`src/rtl/traffic_pkg.sv`:
```
// Shared lane numbering and preemption state encoding for the traffic
// controller slice.
package traffic_pkg;

    localparam int NUM_LANES = 8;

    localparam int LANE_W1 = 7;
    localparam int LANE_W2 = 6;
    localparam int LANE_S1 = 5;
    localparam int LANE_S2 = 4;
    localparam int LANE_E1 = 3;
    localparam int LANE_E2 = 2;
    localparam int LANE_N1 = 1;
    localparam int LANE_N2 = 0;

    typedef enum logic [1:0] {
        IDLE,
        HOLD,
        GAP
    } preempt_state_t;

endpackage

```
`src/rtl/lane_debounce.sv`:
```
// Per-lane detector debouncer: the level flips only after DEBOUNCE
// consecutive samples disagree with it; rise flags the edge where it goes high.
module lane_debounce #(
    parameter int DEBOUNCE = 2
) (
    input  logic clk,
    input  logic rst,
    input  logic in,
    output logic level,
    output logic rise
);

    localparam int CW = $clog2(DEBOUNCE + 1);

    logic [CW-1:0] cnt;
    logic          flip;

    // The flip is decided combinationally so the new level and its rise
    // land on the same edge as the final agreeing sample.
    assign flip = (in != level) && ((int'(cnt) + 1) >= DEBOUNCE);
    assign rise = flip && in;

    always_ff @(posedge clk) begin
        if (rst) begin
            level <= 1'b0;
            cnt   <= '0;
        end else if (in == level) begin
            cnt <= '0;
        end else if (flip) begin
            level <= in;
            cnt   <= '0;
        end else begin
            cnt <= cnt + 1'b1;
        end
    end

endmodule

```
`src/rtl/emergency_preempt_encoder.sv`:
```
// Turns eight debounced emergency detectors into a single round-robin
// preemption grant (emgSignal/emgLane) with bounded hold and a fixed gap.
module emergency_preempt_encoder #(
    parameter int DEBOUNCE = 2,
    parameter int MIN_HOLD = 8,
    parameter int MAX_HOLD = 32,
    parameter int GAP      = 4
) (
    input  logic       clk,
    input  logic       rst,
    input  logic [7:0] reqIn,
    output logic       emgSignal,
    output logic [7:0] emgLane,
    output logic [7:0] pending
);

    import traffic_pkg::*;

    localparam int HW = $clog2(MAX_HOLD + 1);
    localparam int GW = $clog2(GAP + 1);

    logic [NUM_LANES-1:0] deb;
    logic [NUM_LANES-1:0] rise;

    for (genvar i = 0; i < NUM_LANES; i++) begin : g_lane
        lane_debounce #(.DEBOUNCE(DEBOUNCE)) u_deb (
            .clk  (clk),
            .rst  (rst),
            .in   (reqIn[i]),
            .level(deb[i]),
            .rise (rise[i])
        );
    end

    // First set bit at or above ptr, wrapping 7 -> 0; the downward scan
    // leaves the closest hit as the final assignment.
    function automatic logic [2:0] pickLane(input logic [7:0] req, input logic [2:0] ptr);
        logic [2:0] idx;
        pickLane = ptr;
        for (int i = 7; i >= 0; i--) begin
            idx = ptr + 3'(i);
            if (req[idx]) pickLane = idx;
        end
    endfunction

    traffic_pkg::preempt_state_t state, stateNext;
    logic [HW-1:0] holdCnt, holdCntNext;
    logic [GW-1:0] gapCnt, gapCntNext;
    logic [2:0]    rrPtr, rrPtrNext;
    logic [2:0]    sel, selNext;
    logic [2:0]    pick;
    logic          emgSignalNext;
    logic [7:0]    emgLaneNext;
    logic [7:0]    pendingNext;
    logic [7:0]    clearMask;

    always_comb begin
        stateNext     = state;
        holdCntNext   = holdCnt;
        gapCntNext    = gapCnt;
        rrPtrNext     = rrPtr;
        selNext       = sel;
        emgSignalNext = emgSignal;
        emgLaneNext   = emgLane;
        clearMask     = 8'h00;
        pick          = pickLane(pending, rrPtr);

        case (state)
            traffic_pkg::IDLE: begin
                if (pending != 8'h00) begin
                    stateNext     = traffic_pkg::HOLD;
                    selNext       = pick;
                    emgSignalNext = 1'b1;
                    emgLaneNext   = 8'b1 << pick;
                    holdCntNext   = HW'(1);
                    clearMask     = 8'b1 << pick;
                end
            end
            traffic_pkg::HOLD: begin
                if ((holdCnt == HW'(MAX_HOLD)) ||
                    ((holdCnt >= HW'(MIN_HOLD)) && !deb[sel])) begin
                    stateNext     = traffic_pkg::GAP;
                    emgSignalNext = 1'b0;
                    emgLaneNext   = 8'h00;
                    gapCntNext    = GW'(1);
                    rrPtrNext     = sel + 3'd1;
                end else if (holdCnt < HW'(MAX_HOLD)) begin
                    holdCntNext = holdCnt + 1'b1;
                end
            end
            traffic_pkg::GAP: begin
                if (gapCnt >= GW'(GAP)) begin
                    stateNext = traffic_pkg::IDLE;
                end else begin
                    gapCntNext = gapCnt + 1'b1;
                end
            end
            default: begin
                stateNext     = traffic_pkg::IDLE;
                emgSignalNext = 1'b0;
                emgLaneNext   = 8'h00;
            end
        endcase

        // A fresh rise wins over the clear, so a served lane can re-request.
        pendingNext = (pending & ~clearMask) | rise;
    end

    always_ff @(posedge clk) begin
        if (rst) begin
            state     <= traffic_pkg::IDLE;
            holdCnt   <= '0;
            gapCnt    <= '0;
            rrPtr     <= 3'd0;
            sel       <= 3'd0;
            emgSignal <= 1'b0;
            emgLane   <= 8'h00;
            pending   <= 8'h00;
        end else begin
            state     <= stateNext;
            holdCnt   <= holdCntNext;
            gapCnt    <= gapCntNext;
            rrPtr     <= rrPtrNext;
            sel       <= selNext;
            emgSignal <= emgSignalNext;
            emgLane   <= emgLaneNext;
            pending   <= pendingNext;
        end
    end

endmodule

```
`config.mk`:
```
export PLATFORM = sky130hd
export DESIGN_NAME = emergency_preempt_encoder
export DESIGN_NICKNAME = d
export VERILOG_FILES = /design/src/rtl/traffic_pkg.sv /design/src/rtl/lane_debounce.sv /design/src/rtl/emergency_preempt_encoder.sv
export SDC_FILE = /design/constraint.sdc
export NUM_CORES = 1
export LEC_CHECK = 0
export CAP_MARGIN = 20
export CORE_MARGIN = 8
export CORE_UTILIZATION = 25
export CTS_BUF_LIST = sky130_fd_sc_hd__clkbuf_4
export CTS_CLUSTER_DIAMETER = 50
export DETAILED_ROUTE_END_ITERATION = 10
export GPL_TIMING_DRIVEN = 0
export SLEW_MARGIN = 40
export SYNTH_ARGS = -nofsm -noshare
export SYNTH_HDL_FRONTEND = slang
export SYNTH_SLANG_ARGS = --single-unit
export TNS_END_PERCENT = 30
```
`constraint.sdc`:
```
create_clock -name clk -period 4.6 [get_ports clk]
set_input_delay 0.69 -clock clk [delete_from_list [all_inputs] [get_ports clk]]
set_output_delay 0.69 -clock clk [all_outputs]
set_load 0.05 [all_outputs]
```
# ---- After elaboration in Yosys (flattened, before gate mapping)
# Cells that the tools add are included.
dict set report op_classes {
  n_mux 45
  n_addsub 26
  eq_ne 25
  shifts 1
  n_lt_le_gt_ge 20
  reduce_logical 45
  bitwise_logic 12
}
# operator count
set ops {}
lappend ops {{32-bit by 3-bit greater-or-equal comparator with 1-bit output, second input constant} 8}
lappend ops {{3-bit by 4-bit < comparator with 1-bit output, second input constant} 9}
lappend ops {{8-bit two-way mux} 4}
lappend ops {{3-bit two-way mux} 10}
lappend ops {{1-bit binary-select mux with 3-bit select} 9}
lappend ops {{2-bit by 1-bit adder with 3-bit output, second input constant} 8}
lappend ops {{8-bit case mux with 3 select lines} 1}
lappend ops {{3-bit OR reduction} 8}
lappend ops {{2-bit AND reduction} 10}
lappend ops {{6-bit two-way mux} 3}
lappend ops {{1-bit logical AND} 17}
lappend ops {{2-bit by 1-bit adder with 2-bit output, second input constant} 8}
lappend ops {{3-bit adder, second input constant} 4}
lappend ops {{2-bit != test, second input constant} 6}
lappend ops {{6-bit case mux with 2 select lines} 1}
lappend ops {{1-bit two-way mux} 11}
lappend ops {{3-bit by 1-bit adder with 3-bit output, second input constant} 3}
lappend ops {{1-bit inverter} 9}
lappend ops {{3-bit AND reduction} 3}
lappend ops {{8-bit AND} 1}
lappend ops {{1-bit == test} 8}
lappend ops {{1-bit != test} 8}
lappend ops {{8-bit inverter} 1}
lappend ops {{8-bit OR} 1}
lappend ops {{other kinds (19)} 23}
dict set report word_totals {
  out_inout_bits 17
  elab_cells 198
  reg_bits 58
  in_bits 10
}

# ---- Logic depth before layout (Yosys ltp)
# Gate-level depths: netlist of run 1.
dict set report logic_depth {
  depth_word 17
  ltp_mapped 14
  depth_no_buf 9
}

# ---- Modules after synthesis
# From an unflattened synthesis of run 1, not the netlist that was laid out.
dict set report hier_totals {
  cells_unflattened 360
  area_unflattened_um2 3544.6
}
# module cells_each seq_area_each_um2 area_each_um2 n_inst
set by_module_without_submodules {}
lappend by_module_without_submodules {emergency_preempt_encoder 256 680.7 2513.7 1}
lappend by_module_without_submodules {lane_debounce 13 60.1 128.9 8}

# ---- Worst setup path before layout of run 1
# No wires, ideal clock.
dict set report synth_path {
  path_type {reg2reg}
  start {register rrPtr[0]}
  end {register pending[7]}
  synth_period_minus_slack_ns 3.282
  stages_incl_launch_ff 15
  arrival_time_ns 3.134
  required_ns 4.453
  setup_ns 0.147
  slack_ns 1.318
  n_path_buf 5
  path_cell_list {dfxtp_1 > buf_6 > buf_4 > buf_4 > inv_1 > ha_1 > buf_4 > buf_6 > mux2i_1 > mux4_2 > a21boi_0 > or4_1 > and3_4 > nor3_4 > a311oi_1}
}
dict set report synth_via {
  elab_chain_len 17
  elab_cells_between_ends 37
  cone_classes {add/sub (7); shift (1); mux (26); bitwise (3)}
}
# item line_no
set synth_lines {}
lappend synth_lines {{from (decl)} emergency_preempt_encoder.sv:49} ;# logic [2:0] rrPtr, rrPtrNext;
lappend synth_lines {{from (signal assigned)} emergency_preempt_encoder.sv:123} ;# rrPtr <= rrPtrNext;
lappend synth_lines {{3-bit adder} emergency_preempt_encoder.sv:41} ;# idx = ptr + 3'(i);
lappend synth_lines {{1-bit binary-select mux with 3-bit select} emergency_preempt_encoder.sv:42} ;# if (req[idx]) pickLane = idx;
lappend synth_lines {{1-bit two-way mux (implied by the code)} emergency_preempt_encoder.sv:42}
lappend synth_lines {{3-bit two-way mux (7 in series)} emergency_preempt_encoder.sv:42}
lappend synth_lines {{3-bit two-way mux *} emergency_preempt_encoder.sv:42}
lappend synth_lines {{1-bit by 3-bit << shifter with 8-bit output *} emergency_preempt_encoder.sv:76} ;# clearMask = 8'b1 << pick;
lappend synth_lines {{8-bit two-way mux *} emergency_preempt_encoder.sv:70} ;# if (pending != 8'h00) begin
lappend synth_lines {{8-bit two-way mux *} emergency_preempt_encoder.sv:68} ;# case (state)
lappend synth_lines {{8-bit inverter *} emergency_preempt_encoder.sv:106} ;# pendingNext = (pending & ~clearMask) | rise;
lappend synth_lines {{8-bit AND *} emergency_preempt_encoder.sv:106}
lappend synth_lines {{8-bit OR *} emergency_preempt_encoder.sv:106}
lappend synth_lines {{to (signal assigned)} emergency_preempt_encoder.sv:127} ;# pending <= pendingNext;
lappend synth_lines {{to (decl)} emergency_preempt_encoder.sv:14} ;# output logic [7:0] pending
# Every way passes the cells marked *; elsewhere a longest branch is shown, timed or not. The select of a mux whose other input is x is not followed.
# A chain may end at the register's enable or synchronous reset.

# ---- Final worst setup path of run 1
dict set report layout_path {
  start {register rrPtr[0]}
  end {register pending[6]}
}
# Same word-level chain as after synthesis.

==> results.yml, run 1 <==
run_status:
  outcome: "finished, final reports clean"
critical_path:
  crit_type: "reg2reg"
  critPathSlowestCell: "nor3_2"
  path_common_cell: "buf_4"
  worst-path-max-fanout: 10
  critical_path.max_stage_delay_ns: 0.39
  timing.rr.start: "rrPtr[0]"
  worst_r2r_path_depth: 14
  startpoint_type: "register"
  cpLargestDelayFamily: "buffers and inverters"
  cp.arrival_ns: 4.05
  path_cells: "buf_6, buf_4, buf_4, inv_1, ha_1, buf_4, buf_6, mux4_2, mux2_2, nor3b_1, a2111oi_4, nand3_1, nor3_2, a311oi_1"
  reg2reg_to: "pending[6]"
  cp-end-kind: "register"
  r2r_slack_ns: 0.82
  required_ns: 4.87
  crit_buf_inv: 6
sta:
  drv_slew: 0
  relSlewSlack_pct: 58.3
  min_period_ns: 3.78
  tightest_slew_ns: 0.619
  fin_crit_sh_pct: 82.2
  hold_viol: 0
  finalSetupViolations: 0
  setup_tns_ns: 0
  finalClockSkew_ns: 0.0181
  rsz0062_at_grt: "no"
  max_freq_ghz: 0.265
routing:
  drt_iter0_drc: 168
  ant_nets: 0
  dr.pass1.iters: 5
  drc: 0
  vias: 3011
  wl_microns: 9290
  post_drt_wl_per_cell_microns: 15.5
  vias_per_cell: 5.02
power:
  switching_share_pct: 42.2
  p_per_area_nw_per_um2: 384
  p_clk_share_pct: 18.1
  internal-power_mw: 0.930
  p_leak_nw: 1.55
  p_seq_share_pct: 39.1
  ir_worst_vdd_mv: 0.165
  switchingPower_mw: 0.680
  comb_power_share_pct: 42.8
final_layout:
  syn2layout_area_growth_pct: 16.2
  antennaDiodeCount: 0
  fin_cells: 600
  layout.nets: 435
  drive_gt1_share_pct: 14.4
die:
  core-area_sq_um: 14300
  die_w_microns: 136
  rows: 44
  pin_count: 27
  die_h_microns: 136
  die_area_sq_um: 18500
  start_util_pct: 25.2
synthesis:
  synth-async-reset-ratio_pct: 0
  ys.flop_type: "dfxtp_1"
  syn-cell-area_sq_um: 3600
  synth_top_area_share_pct: 32.2
  seq_area_frac_synth_pct: 32.2
  synth_top_cell_by_area: "dfxtp_1"
  synth_area_leaders: "dfxtp_1, mux4_2, mux2i_1"
  synth.distinct_cells: 64
  ys_ff_latch: 58
  synth_nets: 399
  netlist_instances: 375
  synth_area_per_cell_sq_um: 9.61
  yosys_warnings: 0
  yosysMostFrequentCell: "dfxtp_1"
  synth-edff-count: 0
  synth_common_cells: "dfxtp_1, nor2_1, inv_1"
place:
  place_inst: 584
  dpl.hpwl_microns: 7140
  gp_congestion: 0.892
  io_buffer_count: 25
grt:
  grt_overflow_total: 0
  grt_pass1_wl_microns: 15500
  first_global_vias: 3004
  grt_max_degree: 11
  antenna_found_initial: 0
  grt_usage_pct: 10.5
clock_network:
  cts_num_sinks: 58
  cts_setup_buffers: 0
  clkSlewWorstSetupHoldPaths_ns: 0.11
  clk_latency_ns: 0.40
  cts-root-buf: "clkbuf_4"
  post_cts_resize_count: 0
  cts_hold_buf: 0
  htreeDepth: 3
  max-clock-path-buffers: 2
  cts_made_buffers: 9
  tritoncts: "done"
min_path:
  hp-start: "g_lane[3].u_deb.cnt[0]"
  hold_end: "g_lane[3].u_deb.cnt[0]"
  hold_path_class: "reg2reg"
  min_path_cells: 1
run:
  max_cap_violations: 0
worst max-delay path by stage:
| stage | startpoint | end | slack [ns] | cells after the start |
|---|---|---|---|---|
| 3_3_place_gp | rrPtr[0] | pending[6] | 0.87 | 14 |
| 5_1_grt | rrPtr[0] | pending[6] | 0.55 | 14 |
| 4_1_cts | rrPtr[0] | pending[6] | 0.83 | 14 |
| 6_report | rrPtr[0] | pending[6] | 0.82 | 14 |
| 3_5_place_dp | rrPtr[0] | pending[6] | 0.83 | 14 |
| 2_1_floorplan | rrPtr[0] | pending[7] | 1.32 | 14 |
per-layer routing:
layer | up-vias | GRT usage [%] | routed length, microns
li1 | 1450 | - | -
met1 | 1438 | 12.7 | 4100
met2 | 99 | 17.1 | 4410
met3 | 24 | 2.88 | 560
met4 | 0 | 4.27 | 215
met5 | - | 0 | 0
power groups by stage:
stage | Combinational, mW | Clock, mW | Sequential (mW)
2_1_floorplan | 0.417 | 0 | 0.709
3_3_place_gp | 0.672 | 0 | 0.640
3_5_place_dp | 0.688 | 0 | 0.641
4_1_cts | 0.692 | 0.299 | 0.629
5_1_grt | 0.752 | 0.322 | 0.640
6_report | 0.689 | 0.292 | 0.629
final cells by class:
class	count	area, sq um
inverters	27	101
clock buffers	9	67.6
clock inverters	7	36.3
plain buffers	25	128
flip-flops and latches	58	1160
well taps	184	230
fillers	1516	10100
repair buffers	25	250
multi-input cells	265	2210
registers in the layout, summed over array words and instances, names as in the netlist:
register,count
g_lane.u_deb.cnt,16
emgLane,8
g_lane.u_deb.level,8
pending,8
holdCnt,6
gapCnt,3
rrPtr,3
sel,3
state,2
emgSignal,1
through the flow:
step	power, mW	worst slack (ns)	util, %	instance area [sq um]	hold slack [ns]
after detailed placement	1.33	0.835	28.5	4080	0.412
after global placement	1.31	0.870	28.5	4080	0.405
final	1.61	0.820	29.2	4190	0.422
after floorplan	1.13	1.32	-	3600	0.399
after global routing	1.71	0.554	29.2	4190	0.454
after CTS	1.62	0.831	29.2	4190	0.426
cells by family (layout without fill, tap and decap cells):
logic type	Yosys count	in the layout	share of synthesized area (%)
mux	40	40	15.8
compound gates	70	70	16.1
flops	58	58	32.2
simple gates	126	126	21.0
fa+ha+maj	14	14	4.86
xor+xnor	15	15	3.65
buf+inv	52	93	6.36
cells in the final DEF, fill, tap and decap left out, drive strengths merged, types with 7 or more instances in the layout:
cell / count
clkinv: 8
mux2i: 22
nor3: 10
nand2b: 9
a21oi: 15
buf: 13
inv: 26
mux4: 13
ha: 14
dfxtp: 58
a22o: 9
o21ai: 7
clkbuf: 21
nor2: 39
and4b: 12
xor2: 12
a211oi: 8
clkdlybuf4s50: 25
nand2: 15
worst reg2reg max path, delay by kind of cell, from the launching register on:
kind                       cells  cell delay [ns]
AOI/OAI and AO/OA              2             0.50
adders and majority gates      1             0.28
buffers and inverters          6             1.00
DFF                            1             0.37
muxes                          2             0.67
and+or+nand+nor                3             0.84
(Power assumes the default switching activity.)
==> run 2: changes to the inputs <==
clock period = 3.1 ns   (was 4.6 ns; I/O delays follow)
==> run 2 against run 1 <==
- the run now ends with negative setup slack left
- critical endpoint is now pending[2]
- cell area increased by 11%
- die area unchanged
- total power increased by 74%
- critical path type unchanged
- sequential share of layout area decreased by 2.7 points
==> results.yml, run 2 (synthesis results as in run 1) <==
run_status:
  outcome: "finished with violations"
  violations: "negative setup slack"
power:
  switching_share_pct: 38.8
  comb_power_share_pct: 41.6
  p_seq_share_pct: 33.2
  p_per_area_nw_per_um2: 601
  internal-power_mw: 1.71
  p_clk_share_pct: 25.2
  p_leak_nw: 1.75
  switchingPower_mw: 1.09
  ir_worst_vdd_mv: 0.313
sta:
  relSlewSlack_pct: 58.9
  finalSetupViolations: 1
  max_freq_ghz: 0.323
  tightest_slew_ns: 0.610
  layout_setup_ws_ns: -0.000250
  finalClockSkew_ns: 0.0122
  drv_slew: 0
  fin_crit_sh_pct: 100
  min_period_ns: 3.10
  hold_viol: 0
  rsz0062_at_grt: "yes"
critical_path:
  crit_buf_inv: 3
  cpLargestDelayFamily: "compound AO/OA/AOI/OAI gates"
  timing.rr.start: "rrPtr[1]"
  path_cells: "buf_12, clkinvlp_4, ha_4, mux4_2, a21boi_4, nor4bb_2, a211oi_2, o211ai_1, buf_4, nor3_1, a311oi_1"
  crit_start: "rrPtr[1]"
  critPathSlowestCell: "mux4_2"
  crit_type: "reg2reg"
  required_ns: 3.39
  cp-end-kind: "register"
  startpoint_type: "register"
  cp.arrival_ns: 3.39
  critical_path.max_stage_delay_ns: 0.61
  worst-path-max-fanout: 6
clock_network:
  clk_latency_ns: 0.41
  max-clock-path-buffers: 2
  cts_num_sinks: 58
  tritoncts: "done"
  clkSlewWorstSetupHoldPaths_ns: 0.10
  htreeDepth: 3
  cts-root-buf: "clkbuf_4"
  cts_hold_buf: 0
  cts_made_buffers: 9
final_layout:
  layout_commonest_cell: "dfxtp_1"
  stdcell_area_sq_um: 4660
  largest_register_ffs: 16
  layout.nets: 459
  drive_gt1_share_pct: 24.8
  antennaDiodeCount: 0
  mostFrequentLayoutCells: "dfxtp_1, nor2_1, clkdlybuf4s50_1"
  syn2layout_area_growth_pct: 29.3
  regMostFlops: "g_lane.u_deb.cnt"
  final_util_pct: 32.5
die:
  core-area_sq_um: 14300
  start_util_pct: 25.2
  pin_count: 27
  die_w_microns: 136
  die_h_microns: 136
  rows: 44
  die_area_sq_um: 18500
grt:
  grt_pass1_wl_microns: 15700
  grt_overflow_total: 0
  grt_max_degree: 12
  antenna_found_initial: 0
  grt_usage_pct: 10.7
  first_global_vias: 3068
place:
  place_area_sq_um: 4130
  dpl.hpwl_microns: 7110
  gp_congestion: 0.878
  io_buffer_count: 25
routing:
  dr.pass1.iters: 4
  drt_iter0_drc: 224
  post_drt_wl_per_cell_microns: 16.0
  wl_microns: 9990
  vias_per_cell: 5.00
  ant_nets: 0
  vias: 3117
  drc: 0
min_path:
  hold_path_class: "reg2reg"
  hp-start: "g_lane[3].u_deb.cnt[0]"
run:
  max_cap_violations: 0
-- run 2: changes by cell type in the layout (fill, tap and decap cells not counted), moves of 3 or more --
cell / previous run / this run
nor3_1: 7 / 4
clkinvlp_4: 0 / 4
a211oi_2: 0 / 3
bufinv_16: 0 / 3
clkinv_2: 4 / 1
a211oi_1: 8 / 5
buf_4: 3 / 24
-- run 2: path summary, 6_finish.rpt --
| check | end | depth (start not counted) | slack (ns) |
|---|---|---|---|
| setup / recovery | pending[2] | 11 | -0.0003 |
| hold / removal | g_lane[3].u_deb.cnt[0] | 1 | 0.43 |
| setup reg to reg | pending[2] | 11 | -0.0003 |
| hold reg to reg | g_lane[3].u_deb.cnt[0] | 1 | 0.43 |
-- run 2: cell type report --
type	instances	area, sq um
repair buffers	51	453
plain buffers	23	148
fillers	1482	9660
multi-input cells	265	2360
clock inverters	7	118
flip-flops and latches	58	1170
well taps	184	230
clock buffers	9	67.6
inverters	27	113
-- run 2: power by group through the flow --
stage                     combinational, mW  sequential, mW  clock [mW]
after floorplan                       0.625            1.05           0
after global placement                0.998           0.948           0
after detailed placement               1.02           0.948           0
after CTS                              1.10           0.930       0.718
after global routing                   1.26           0.944       0.753
final                                  1.16           0.930       0.706
-- run 2: routing by layer --
metal	track usage, %	share of wire, %
met3	2.59	5.1
met4	4.82	1.8
met2	17.0	48
met1	13.5	46
met5	0	0
-- run 2: per-stage QoR --
step           power (mW)    TNS, ns  hold slack (ns)  cells  setup WS [ns]
4_1_cts              2.75   -0.00149            0.435    614       -0.00149
6_report             2.80  -0.000250            0.434    624      -0.000250
3_5_place_dp         1.97      -5.87            0.419    584         -0.416
5_1_grt              2.95     -0.267            0.456    624        -0.0693
2_1_floorplan        1.68   -0.00976            0.399    375       -0.00976
3_3_place_gp         1.95      -5.48            0.406    584         -0.440
-- run 2: timing repair --
item / in CTS / in global routing
gates resized for setup: 28 / 12
setup buffers: 15 / 11
pin swaps: 13 / 12
endpoints found under the setup margin: 19 / 17
